## src/rtl/lcd_text_refresh.sv

```systemverilog
// lcd_text_refresh
// ----------------
// Write-only controller for a 16x2 HD44780-style character LCD on an 8-bit bus.
// After reset it idles for the panel's power-up time and then sends the init
// commands (function set, display on, entry mode, clear). After the clear
// settle time it refreshes both lines forever:
//   SNAP -> addr 0x80 -> 16 chars -> addr 0xC0 -> 16 chars -> SNAP ...
// Each bus transaction has four phases of STEP_CYCLES clocks each:
// setup, enable high, hold, wait. RS and DATA stay stable for all four phases.
//
// The text inputs are latched into a snapshot only in SNAP, so one frame
// always shows text from a single moment.
//
// Optional build macro LCD_CHANGE_ONLY_EN: SNAP compares the incoming text
// with the last frame that was fully written. If they are equal, the block
// stays in SNAP with the bus idle. The first frame after init is always
// written.
//
// Ports:
//   clk                   system clock
//   reset                 synchronous, active-high reset
//   textdata_a..h [31:0]  four ASCII chars each, [31:24] leftmost;
//                         a..d form line 1, e..h form line 2
//   lcd_rs                0 = command, 1 = character data
//   lcd_rw                tied to 0 (write only)
//   lcd_en                enable strobe
//   lcd_data [7:0]        LCD data bus
//   init_done             high from the end of init until reset
//   frame_done            one-cycle pulse in the last cycle of line 2's final char
module lcd_text_refresh #(
  parameter int STEP_CYCLES  = 2000,
  parameter int POWERUP_WAIT = 40000,
  parameter int CLEAR_WAIT   = 4000
) (
  input  logic        clk,
  input  logic        reset,
  input  logic [31:0] textdata_a,
  input  logic [31:0] textdata_b,
  input  logic [31:0] textdata_c,
  input  logic [31:0] textdata_d,
  input  logic [31:0] textdata_e,
  input  logic [31:0] textdata_f,
  input  logic [31:0] textdata_g,
  input  logic [31:0] textdata_h,
  output logic        lcd_rs,
  output logic        lcd_rw,
  output logic        lcd_en,
  output logic [7:0]  lcd_data,
  output logic        init_done,
  output logic        frame_done
);

  localparam int MAX_WAIT =
    (STEP_CYCLES > POWERUP_WAIT)
      ? ((STEP_CYCLES  > CLEAR_WAIT) ? STEP_CYCLES  : CLEAR_WAIT)
      : ((POWERUP_WAIT > CLEAR_WAIT) ? POWERUP_WAIT : CLEAR_WAIT);
  localparam int CW = $clog2(MAX_WAIT + 1);

  localparam logic [CW-1:0] STEP_LAST  = CW'(STEP_CYCLES - 1);
  localparam logic [CW-1:0] PWRUP_LAST = CW'(POWERUP_WAIT - 1);
  localparam logic [CW-1:0] CLEAR_LAST = CW'(CLEAR_WAIT - 1);

  typedef enum logic [2:0] {
    PWRUP, INIT, CLRWAIT, SNAP, ADDR1, LINE1, ADDR2, LINE2
  } state_t;

  state_t        state_q, state_d;
  logic [CW-1:0] cnt_q, cnt_d;      // cycles within a phase or a wait
  logic [1:0]    phase_q, phase_d;  // bus phase 0..3; wraps to 0 after each transaction
  logic [4:0]    idx_q, idx_d;      // init command index, or char index 0..31
  logic          init_done_q, init_done_d;
  logic [255:0]  snap_q;
  logic          snap_load;
  logic          in_xact;
  logic          step_end;
  logic          xact_end;
  logic [7:0]    init_cmd;
  logic [7:0]    cur_char;
  logic [255:0]  text_cat;

  assign text_cat = {textdata_a, textdata_b, textdata_c, textdata_d,
                     textdata_e, textdata_f, textdata_g, textdata_h};

  // Char 0 is the most significant byte of the snapshot.
  assign cur_char = snap_q[8 * (31 - int'(idx_q)) +: 8];

  assign step_end = (cnt_q == STEP_LAST);
  assign xact_end = step_end && (phase_q == 2'd3);

  always_comb begin
    case (idx_q[1:0])
      2'd0:    init_cmd = 8'h38;  // 8-bit bus, 2 lines, 5x8 font
      2'd1:    init_cmd = 8'h0C;  // display on, cursor off
      2'd2:    init_cmd = 8'h06;  // auto-increment, no shift
      default: init_cmd = 8'h01;  // clear display
    endcase
  end

`ifdef LCD_CHANGE_ONLY_EN
  logic [255:0] last_q;
  logic         last_valid_q;
`endif

  // NOTE: every signal assigned in this block gets a default first, so no
  // path can leave one unassigned and infer a latch.
  always_comb begin
    state_d     = state_q;
    cnt_d       = cnt_q;
    phase_d     = phase_q;
    idx_d       = idx_q;
    init_done_d = init_done_q;
    snap_load   = 1'b0;
    in_xact     = 1'b0;
    lcd_rs      = 1'b0;
    lcd_en      = 1'b0;
    lcd_data    = 8'h00;
    frame_done  = 1'b0;

    case (state_q)
      PWRUP: begin
        if (cnt_q == PWRUP_LAST) begin
          state_d = INIT;
          cnt_d   = '0;
          phase_d = '0;
          idx_d   = '0;
        end else begin
          cnt_d = cnt_q + 1'b1;
        end
      end
      INIT: begin
        in_xact  = 1'b1;
        lcd_data = init_cmd;
        if (xact_end) begin
          if (idx_q == 5'd3) state_d = CLRWAIT;
          else               idx_d   = idx_q + 1'b1;
        end
      end
      CLRWAIT: begin
        if (cnt_q == CLEAR_LAST) begin
          state_d     = SNAP;
          cnt_d       = '0;
          init_done_d = 1'b1;
        end else begin
          cnt_d = cnt_q + 1'b1;
        end
      end
      SNAP: begin
        snap_load = 1'b1;
`ifdef LCD_CHANGE_ONLY_EN
        if (!last_valid_q || (text_cat != last_q)) state_d = ADDR1;
`else
        state_d = ADDR1;
`endif
      end
      ADDR1: begin
        in_xact  = 1'b1;
        lcd_data = 8'h80;
        if (xact_end) begin
          state_d = LINE1;
          idx_d   = 5'd0;
        end
      end
      LINE1: begin
        in_xact  = 1'b1;
        lcd_rs   = 1'b1;
        lcd_data = cur_char;
        if (xact_end) begin
          if (idx_q == 5'd15) state_d = ADDR2;
          else                idx_d   = idx_q + 1'b1;
        end
      end
      ADDR2: begin
        in_xact  = 1'b1;
        lcd_data = 8'hC0;
        if (xact_end) begin
          state_d = LINE2;
          idx_d   = 5'd16;
        end
      end
      LINE2: begin
        in_xact  = 1'b1;
        lcd_rs   = 1'b1;
        lcd_data = cur_char;
        if (xact_end) begin
          if (idx_q == 5'd31) begin
            state_d    = SNAP;
            frame_done = 1'b1;
          end else begin
            idx_d = idx_q + 1'b1;
          end
        end
      end
      default: state_d = PWRUP;
    endcase

    // Shared phase timing for all command and character transactions.
    if (in_xact) begin
      lcd_en = (phase_q == 2'd1);
      if (step_end) begin
        cnt_d   = '0;
        phase_d = phase_q + 1'b1;
      end else begin
        cnt_d = cnt_q + 1'b1;
      end
    end
  end

  assign lcd_rw    = 1'b0;
  assign init_done = init_done_q;

  // NOTE: state registers use non-blocking assignments so that every flop
  // samples values from before the clock edge.
  always_ff @(posedge clk) begin
    if (reset) begin
      state_q     <= PWRUP;
      cnt_q       <= '0;
      phase_q     <= '0;
      idx_q       <= '0;
      init_done_q <= 1'b0;
    end else begin
      state_q     <= state_d;
      cnt_q       <= cnt_d;
      phase_q     <= phase_d;
      idx_q       <= idx_d;
      init_done_q <= init_done_d;
    end
  end

  // NOTE: the snapshot is pure datapath storage and has no reset. It is
  // always loaded in SNAP before any character is read from it.
  always_ff @(posedge clk) begin
    if (snap_load) snap_q <= text_cat;
  end

`ifdef LCD_CHANGE_ONLY_EN
  always_ff @(posedge clk) begin
    if (reset)           last_valid_q <= 1'b0;
    else if (frame_done) last_valid_q <= 1'b1;
  end

  always_ff @(posedge clk) begin
    if (frame_done) last_q <= snap_q;
  end
`endif

endmodule

```

## config.mk

```make
export PLATFORM = sky130hd
export DESIGN_NAME = lcd_text_refresh
export DESIGN_NICKNAME = d
export VERILOG_FILES = /design/src/rtl/lcd_text_refresh.sv
export SDC_FILE = /design/constraint.sdc
export NUM_CORES = 1
export LEC_CHECK = 0
export BUFFER_PORTS_ARGS = -buffer_cell sky130_fd_sc_hd__clkbuf_2
export CAP_MARGIN = 20
export CORE_MARGIN = 5
export CORE_UTILIZATION = 40
export DETAILED_ROUTE_END_ITERATION = 16
export PLACE_DENSITY_LB_ADDON = 0.08
export SETUP_SLACK_MARGIN = 0.02
export SLEW_MARGIN = 20
export SYNTH_ARGS = -nofsm -noshare
export SYNTH_HDL_FRONTEND = slang
export SYNTH_SLANG_ARGS = --single-unit
```

## constraint.sdc

```tcl
create_clock -name clk -period 9.7 [get_ports clk]
set_input_delay 0.97 -clock clk [delete_from_list [all_inputs] [get_ports clk]]
set_output_delay 0.97 -clock clk [all_outputs]
set_load 0.02 [all_outputs]
```

==> After elaboration in Yosys (flattened, before gate mapping) <==
Cells that the tools add are included.
{ "word_totals": {"regBits": 283, "inputBits": 258, "out_inout_bits": 13, "word_cells": 90} }
{ "classes": {"addsub": 4, "n_eq_ne": 30, "shifts": 1, "muxes": 39, "n_reduce_logical": 10} }
{ "op_table": {"columns": ["cell", "n"], "rows": [
  ["256-bit by 9-bit variable part select with 8-bit output", 1],
  ["16-bit 2-to-1 mux", 4],
  ["5-bit 2-to-1 mux", 9],
  ["16-bit case mux with 2 select lines", 1],
  ["8-bit case mux with 4 select lines", 1],
  ["3-bit 2-to-1 mux", 10],
  ["5-bit case mux with 6 select lines", 1],
  ["2-bit != test, second input constant", 13],
  ["3-bit case mux with 8 select lines", 1],
  ["10-bit AND reduction", 2],
  ["6-bit case mux with 3 select lines", 1],
  ["16-bit by 1-bit adder with 16-bit output, second input constant", 1],
  ["16-bit by 11-bit equality test with 1-bit output, second input constant", 1],
  ["16-bit by 12-bit equality test with 1-bit output, second input constant", 1],
  ["16-bit equality test, second input constant", 1],
  ["3-bit equality test, second input constant", 4],
  ["2-bit 2-to-1 mux", 4],
  ["1-bit 2-to-1 mux", 7],
  ["3-bit by 2-bit equality test with 1-bit output, second input constant", 2],
  ["6-bit nonzero test", 1],
  ["5-bit by 5-bit subtractor with 6-bit output, first input constant", 1],
  ["5-bit by 1-bit adder with 5-bit output, second input constant", 1],
  ["5-bit by 2-bit equality test with 1-bit output, second input constant", 1],
  ["5-bit by 4-bit equality test with 1-bit output, second input constant", 1],
  ["other kinds (12)", 14]
]} }

==> Longest topological paths before layout <==
Gate-level depths: netlist of run 1.
{ "logic_depth": {"word_depth": 5, "ltp_mapped": 9} }

==> Worst setup path before layout of run 1 <==
No wires, ideal clock.
{ "synth_timing": {"path_kind": "reg-to-reg", "start": "register state_q[2]", "end": "register cnt_q[10]", "setup_ps": 125, "arrival_ps": 6735, "required_ps": 9575, "setup_slack_ps": 2839, "stages_incl_launch_ff": 8, "path_buffers": 1, "period_less_slack_ps": 6861, "path_cell_list": "dfxtp_1 -> buf_4 -> nand3b_2 -> inv_1 -> nor3_1 -> nand4_1 -> xor2_1 -> nor2_1"} }
{ "synth_via": {"elab_chain_len": 4, "word_cells_on_any_way": 12, "classes_between": "eq/ne (6); mux (3); reduce/logical (3)"} }
{ "synth_rtl": {"columns": ["item", "line_no", "source"], "rows": [
  ["from (decl)", "67", "state_t state_q, state_d;"],
  ["from (signal assigned)", "221", "state_q <= state_d;"],
  ["3-bit equality test / 3-bit by 1-bit equality test with 1-bit output (equally long branches)", "119", "case (state_q)"],
  ["5-bit OR reduction (no source line)", null, null],
  ["1-bit 2-to-1 mux", "119", null],
  ["3-bit nonzero test (no source line) / 16-bit 2-to-1 mux (equally long branches)", null, null],
  ["to (signal assigned)", "222", "cnt_q <= cnt_d;"],
  ["to (decl)", "68", "logic [CW-1:0] cnt_q, cnt_d;"]
]} }
Several ways; a longest one is shown, not always the timed one.
A chain may end at the register's enable or synchronous reset.

==> Worst setup path after layout of run 1 <==
{ "layout_timing": {"start": "register idx_q[1]", "end": "output lcd_data[2]"} }
{ "layout_via": {"elab_chain_len": 3, "word_cells_on_any_way": 7, "classes_between": "add/sub (1); eq/ne (2); shift (1); mux (2); reduce/logical (1)"} }
{ "layout_rtl": {"columns": ["item", "line_no", "source"], "rows": [
  ["from (decl)", "70", "logic [4:0] idx_q, idx_d;"],
  ["from (signal assigned)", "224", "idx_q <= idx_d;"],
  ["5-bit by 5-bit subtractor with 6-bit output (tied with other cells)", "85", "assign cur_char = snap_q[8 * (31 - int'(idx_q)) +: 8];"],
  ["256-bit by 9-bit variable part select with 8-bit output / 6-bit case mux with 3 select lines (equally long branches)", "85, 91", null],
  ["8-bit case mux with 4 select lines (*)", "119", null],
  ["to (decl)", "48", "output logic [7:0] lcd_data,"]
]} }
Every way passes the cells marked *; elsewhere a longest branch is shown, timed or not.

==> impl_metrics.yaml, run 1 <==
worst_hold_path:
  hp-class: "reg2reg"
synthesis:
  synth_compound_area_share_pct: 5.31
  synthDistinctLibCells: 76
  syn_area_per_cell_um2: 17.2
  ys_ff_latch: 283
  syn_area_um2: 11700
  synth_mux_area_share_pct: 12.3
  synth_edf_count: 256
  yosysSeqAreaShare_pct: 70.3
  synth_nets: 950
  yosys.area_share.simple_pct: 7.45
  ys_async_sr_fraction_pct: 0
  synth_top_flop_cell: "edfxtp_1"
  synth-xor-area-share_pct: 0.973
  synth_fa_ha_area_share_pct: 1.18
  yosys_warnings: 0
  syn_inst: 681
  synth_top_family_by_area: "multiplexers"
pwr:
  intPower_mw: 1.97
  power_frac_clock_pct: 43.0
  p_per_area_nw_per_um2: 171
  switching_share_pct: 19.1
  ir_drop_mv: 0.124
  p_sw_mw: 0.465
  seq_power_share_pct: 54.6
  pwr-share-comb_pct: 2.4
  p_leak_nw: 5.04
sta:
  tightest_slew_ns: 1.02
  setup_slack_ns: 5.28
  period_share_pct: 45.5
  rsz0062_at_grt: "no"
  fin_crit_ns: 4.42
  max_freq_ghz: 0.226
  relSlewSlack_pct: 32.0
  setup_violations: 0
  skew_ns: 0.00959
  setup_tns_ns: 0
  final_max_slew_viol_count: 0
  finalHoldViolCount: 0
floorplanning:
  fp.dieW_um: 181
  num_rows: 62
  fp.dieArea_um2: 32800
  core-area_um2: 28800
  initial_core_util_pct: 40.7
  ios: 271
  dieHeight_um: 181
placed_design:
  gp_congestion: 0.787
  dpl_worst_slack_ns: 5.78
  port_buffers: 269
  place_hpwl_um: 21200
finish:
  drive_gt1_share_pct: 38.8
  multiInputGateArea_um2: 3190
  nets: 1223
  syn2layout_area_growth_pct: 21.6
  filler_cell_count: 2514
  regArea_um2: 8240
detailed_routing:
  dr.pass1.iters: 5
  vias: 6926
  viasPerCell: 5.09
  routed_wl_um: 29300
  wire_per_inst_um: 21.5
  antenna_left: 0
  first_iter_violations: 423
  drcViolationCount: 0
cts:
  post_cts_buffers: 0
  cts_tree: "built"
  clock_latency_ns: 0.54
  cts_made_buffers: 30
  ctsResizeCount: 0
  h-tree-depth: 1
  clk_pin_slew_worst_paths_ns: 0.06
  cts_hold_buf: 0
  cts_root_buf: "clkbuf_16"
  cts.sinks: 283
  cts_max_path_buffers: 3
global_routing:
  grt_antenna_before_repair: 5
  grt_pass1_vias: 7424
  grt.total_usage_pct: 17.4
  grt_pass1_wl_um: 43800
  grt_overflow: 0
  grt_max_degree: 119
job:
  maxCapViolations: 0
status:
  status: "finished clean"
critical_path:
  cp_max_fo: 44
  criticalPathCategory: "reg2out"
  startpoint_type: "flop"
  crit_required_ns: 8.73
  cp-end-kind: "primary output"
  critPathArrivalTime_ns: 3.45
## final timing paths
kind | startpoint | endpoint | slack, ns | cells after the start
max reg2reg | idx_q[1] | idx_q[0] | 6.49 | 9
min reg2reg | init_done | init_done | 0.47 | 2
max | idx_q[1] | lcd_data[2] | 5.28 | 7
min | init_done | init_done | 0.47 | 2
## cells in the mapped netlist, drive strengths merged, types with 3 or more instances
| cell type | instances | area share (%) |
|---|---|---|
| nor4b | 4 | 0.41 |
| nor2 | 33 | 1.1 |
| clkbuf | 8 | 0.46 |
| o21ai | 7 | 0.30 |
| a211oi | 5 | 0.32 |
| nor2b | 4 | 0.21 |
| nand2 | 43 | 1.4 |
| nand3 | 15 | 0.68 |
| nand4b | 3 | 0.22 |
| xnor2 | 5 | 0.37 |
| inv | 9 | 0.29 |
| a22oi | 12 | 0.81 |
| a221oi | 3 | 0.33 |
| nor3 | 11 | 0.51 |
| a21oi | 23 | 0.98 |
| and2 | 5 | 0.27 |
| mux4 | 46 | 8.8 |
| xor2 | 8 | 0.60 |
| ha | 11 | 1.2 |
| o32ai | 3 | 0.22 |
| dfxtp | 27 | 4.6 |
| a22o | 3 | 0.22 |
| nand4 | 9 | 0.48 |
| buf | 25 | 1.7 |
| nand2b | 3 | 0.20 |
| a31oi | 3 | 0.29 |
| edfxtp | 256 | 66 |
| or3 | 6 | 0.32 |
| o22ai | 11 | 0.59 |
| mux2i | 40 | 3.4 |
## power groups by stage
stage | clock network (mW) | registers, mW | logic [mW]
2_1_floorplan | 0 | 1.36 | 0.00506
3_3_place_gp | 0 | 1.36 | 0.0594
3_5_place_dp | 0 | 1.36 | 0.0596
4_1_cts | 1.08 | 1.33 | 0.0599
5_1_grt | 1.13 | 1.33 | 0.0654
6_report | 1.05 | 1.33 | 0.0588
## per-layer routing
| metal | global-route usage, % | routed length [µm] | vias up |
|---|---|---|---|
| li1 | - | - | 3284 |
| met4 | 3.81 | 408 | 2 |
| met1 | 21.6 | 11500 | 3379 |
| met2 | 31.1 | 15400 | 229 |
| met3 | 4.26 | 2010 | 32 |
| met5 | 0 | 13 | - |
## critical path, stage by stage, from the launching register on
cell and delay [ns]:
dfxtp_4 0.84, buf_4 0.61, inv_1 0.23, ha_1 0.35
and2_1 0.17, or3_1 0.36, o211a_1 0.15, clkbuf_2 0.17
## cell families (layout without fill, tap and decap cells)
| group | Yosys count | in the layout |
|---|---|---|
| adder cells (fa/ha/maj) | 11 | 11 |
| buffers and inverters | 44 | 337 |
| XOR/XNOR | 13 | 13 |
| AO/OA/AOI/OAI | 87 | 87 |
| multiplexers | 86 | 86 |
| AND/OR/NAND/NOR | 156 | 156 |
| other | 1 | 5 |
| flip-flops | 283 | 283 |
## sequential cells by signal, summed over array words and instances, names as in the netlist
name and cells:
init_done 1, phase_q 2, cnt_q 16, snap_q 256, idx_q 5, state_q 3
## stage by stage
stage / util, % / std cells / total power [mW] / hold slack, ns / area (µm²)
finish: 49.4 / 1362 / 2.43 / 0.475 / 14200
global route: 49.4 / 1362 / 2.52 / 0.502 / 14200
CTS: 49.4 / 1358 / 2.46 / 0.486 / 14200
detailed placement: 46.3 / 1306 / 1.41 / 0.467 / 13300
global placement: 46.3 / 1306 / 1.41 / 0.452 / 13300
floorplan: - / 681 / 1.36 / 0.454 / 11700
## cell usage in the layout (no fill, tap or decap), types with 4 or more instances in the layout
cell type,count
xnor2_1,5
nand4_1,9
diode_2,4
nand2_1,43
clkbuf_16,31
clkbuf_1,8
mux2i_1,40
and2_1,5
clkbuf_2,269
a21oi_1,23
or3_1,6
mux4_2,46
o21ai_0,4
buf_4,5
a211oi_1,5
nor2b_1,4
o22ai_1,11
clkinv_1,9
clkinv_2,5
edfxtp_1,256
xor2_1,8
inv_1,8
a22oi_1,11
nor2_1,33
nand3_1,14
ha_1,11
nor3_1,10
dfxtp_1,25
## area by class of cell
type	count	area share [%]
clock buffer	39	5.66
tap	384	3.38
inverter	11	0.343
timing repair buffer	274	9.72
multi-input combinational	354	22.4
sequential	283	57.9
clock inverter	13	0.571
antenna	4	0.0703
Note: power is estimated with default switching activity, not from simulation.
==> inputs of run 2 (changes only) <==
--- a/config.mk
+++ b/config.mk
@@ -5,6 +5,7 @@
 export SDC_FILE = /design/constraint.sdc
 export NUM_CORES = 1
 export LEC_CHECK = 0
+export ABC_AREA = 1
 export BUFFER_PORTS_ARGS = -buffer_cell sky130_fd_sc_hd__clkbuf_2
 export CAP_MARGIN = 20
 export CORE_MARGIN = 5
==> constraint.sdc (replaced) <==
create_clock -name clk -period 4.22 [get_ports clk]
set_input_delay 0.422 -clock clk [delete_from_list [all_inputs] [get_ports clk]]
set_output_delay 0.422 -clock clk [all_outputs]
set_load 0.02 [all_outputs]
==> run 2 against run 1 <==
  * Sequential share of layout area fell by 2.9 points
  * Non-clock buffer count rose by 17
  * Utilization rose by 0.76 points
  * Register-to-register slack got worse by 4.7 ns
  * Die area rose by 3.8%
  * Critical endpoint is now lcd_data[7]
  * Area after synthesis rose by 4.0%
  * Critical path depth rose by 5
  * Cell count rose by 33%
  * Clock-buffer cell count rose by 4
==> impl_metrics.yaml, run 2 <==
status:
  status: "finished clean"
worst_hold_path:
  hp-class: "in2reg"
critical_path:
  cp-end-kind: "primary output"
  r2r_slack_ns: 1.84
  crit_required_ns: 3.80
  criticalPathCategory: "reg2out"
  cp_max_fo: 88
  critPathArrivalTime_ns: 3.20
  startpoint_type: "flop"
sta:
  setup_tns_ns: 0
  final_max_slew_viol_count: 0
  skew_ns: 0.0194
  setup_slack_ns: 0.596
  setup_violations: 0
  fin_crit_ns: 3.62
  holdWs_ns: 0.0201
  period_share_pct: 85.9
  rsz0062_at_grt: "no"
  relSlewSlack_pct: 41.5
  finalHoldViolCount: 0
  max_freq_ghz: 0.276
  tightest_slew_ns: 0.878
cts:
  cts_tree: "built"
  cts_hold_buf: 10
  cts.sinks: 283
  ctsResizeCount: 0
  clock_latency_ns: 0.57
  cts_root_buf: "clkbuf_16"
  h-tree-depth: 1
  post_cts_buffers: 0
  cts_made_buffers: 31
  clk_pin_slew_worst_paths_ns: 0.06
  cts_max_path_buffers: 3
synthesis:
  syn_area_per_cell_um2: 10.7
  yosysTopAreaCellShare_pct: 63.2
  yosysMostFrequentCell: "edfxtp_1"
  syn_inst: 1136
  synth_top_flop_cell: "edfxtp_1"
  synth_common_cells: "256 x edfxtp_1, 221 x nor2_1, 202 x nand2_1, 116 x o21ai_0, 74 x nand3_1"
  yosysSeqAreaShare_pct: 67.6
  synth_area_leaders: "edfxtp_1 63%, nor2_1 6.8%, nand2_1 6.2%"
  synth_nets: 1405
  ys_ff_latch: 283
  yosys_warnings: 0
  synth_top_area_cell: "edfxtp_1"
  synthDistinctLibCells: 33
  synth_edf_count: 256
  ys_async_sr_fraction_pct: 0
  syn_area_um2: 12200
job:
  maxCapViolations: 0
global_routing:
  grt_max_degree: 145
  grt_busiest_layer: "met2"
  grtUsageMet3_pct: 3.75
  grt.total_usage_pct: 19.2
  grt_antenna_before_repair: 1
  use_met1_pct: 27.5
  grt_pass1_wl_um: 50700
  use_met2_pct: 30.5
  grt_pass1_vias: 8961
  grt_overflow: 0
pwr:
  switching_share_pct: 33.4
  intPower_mw: 5.60
  p_per_area_nw_per_um2: 560
  seq_power_share_pct: 40.5
  ir_drop_mv: 0.348
  pwr-share-comb_pct: 27.2
  power_frac_clock_pct: 32.3
  power_mw: 8.40
  p_sw_mw: 2.80
  p_leak_nw: 5.88
floorplanning:
  num_rows: 63
  core-area_um2: 29900
  fp.dieW_um: 184
  ios: 271
  fp.dieArea_um2: 34000
  dieHeight_um: 184
  initial_core_util_pct: 40.7
placed_design:
  place_area_um2: 13900
  port_buffers: 269
  place_hpwl_um: 23500
  gp_congestion: 0.835
  dpl_worst_slack_ns: 1.16
finish:
  final_cell_mix: "269 x clkbuf_2, 256 x edfxtp_1, 220 x nor2_1"
  largestRegisters: "snap_q (256), cnt_q (16), idx_q (5)"
  diodes: 0
  largest_register_ffs: 256
  drive_gt1_share_pct: 24.6
  final_common_cell: "clkbuf_2"
  nets: 1674
  syn2layout_area_growth_pct: 23.2
  fin_area_um2: 15000
  regMostFlops: "snap_q"
detailed_routing:
  viasPerCell: 4.97
  drcViolationCount: 0
  dr.pass1.iters: 5
  vias: 9043
  first_iter_violations: 684
  wire_per_inst_um: 18.5
  routed_wl_um: 33700
  antenna_left: 0
-- run 2: worst paths after layout --
kind,from,endpoint,depth (start not counted)
worst max register to register,idx_q[1],state_q[1],15
worst max-delay path,idx_q[0],lcd_data[7],12
worst min-delay path,textdata_d[22],snap_q[150],1
worst min register to register,init_done,init_done,1
-- run 2: cell type report --
cell class              instances  area, µm²
flip-flops and latches        283       8240
well taps                     390        488
repair buffers                291       1590
inverters                      64        243
multi-input cells             734       3420
fillers                      2801      14900
clock inverters                13        178
clock buffers                  43        841
-- run 2: logic make-up after synthesis --
logic type,count (synthesis),share of synthesized area (%)
fa+ha+maj,11,1.13
compound gates,182,8.15
xor+xnor,7,0.504
other cells,1,0.0308
flops,283,67.6
simple gates,533,18.2
buf+inv,119,4.40
-- run 2: metrics by stage --
step                util (%)  std cells
finish                  50.2       1818
global route            50.2       1818
CTS                     50.1       1816
detailed placement      46.4       1750
global placement        46.4       1750
floorplan                  -       1136
-- run 2: power groups by stage --
stage | registers, mW | logic [mW] | clock network (mW)
floorplan | 3.38 | 1.62 | 0
detailed placement | 3.46 | 2.31 | 0
finish | 3.40 | 2.28 | 2.72
CTS | 3.40 | 2.33 | 2.79
global route | 3.42 | 2.57 | 2.89
global placement | 3.46 | 2.31 | 0
-- run 2: critical path, cell delays in order, from the launching register on --
cell and delay (ns):
dfxtp_4 0.72, buf_12 0.37, o21ai_0 0.15, o21ai_0 0.59, nand2_1 0.11, nand2_1 0.09
inv_1 0.04, nand2_1 0.05, nand2_1 0.05, nand3_1 0.07, nand2_1 0.08, inv_1 0.09
clkbuf_2 0.17
-- run 2: routing by layer --
metal	wire length, µm	vias up	share of wire [%]
met5	13	-	0.039
met4	795	2	2.4
met3	2300	46	6.8
met2	15300	332	45
met1	15300	4211	45
li1	-	4452	-
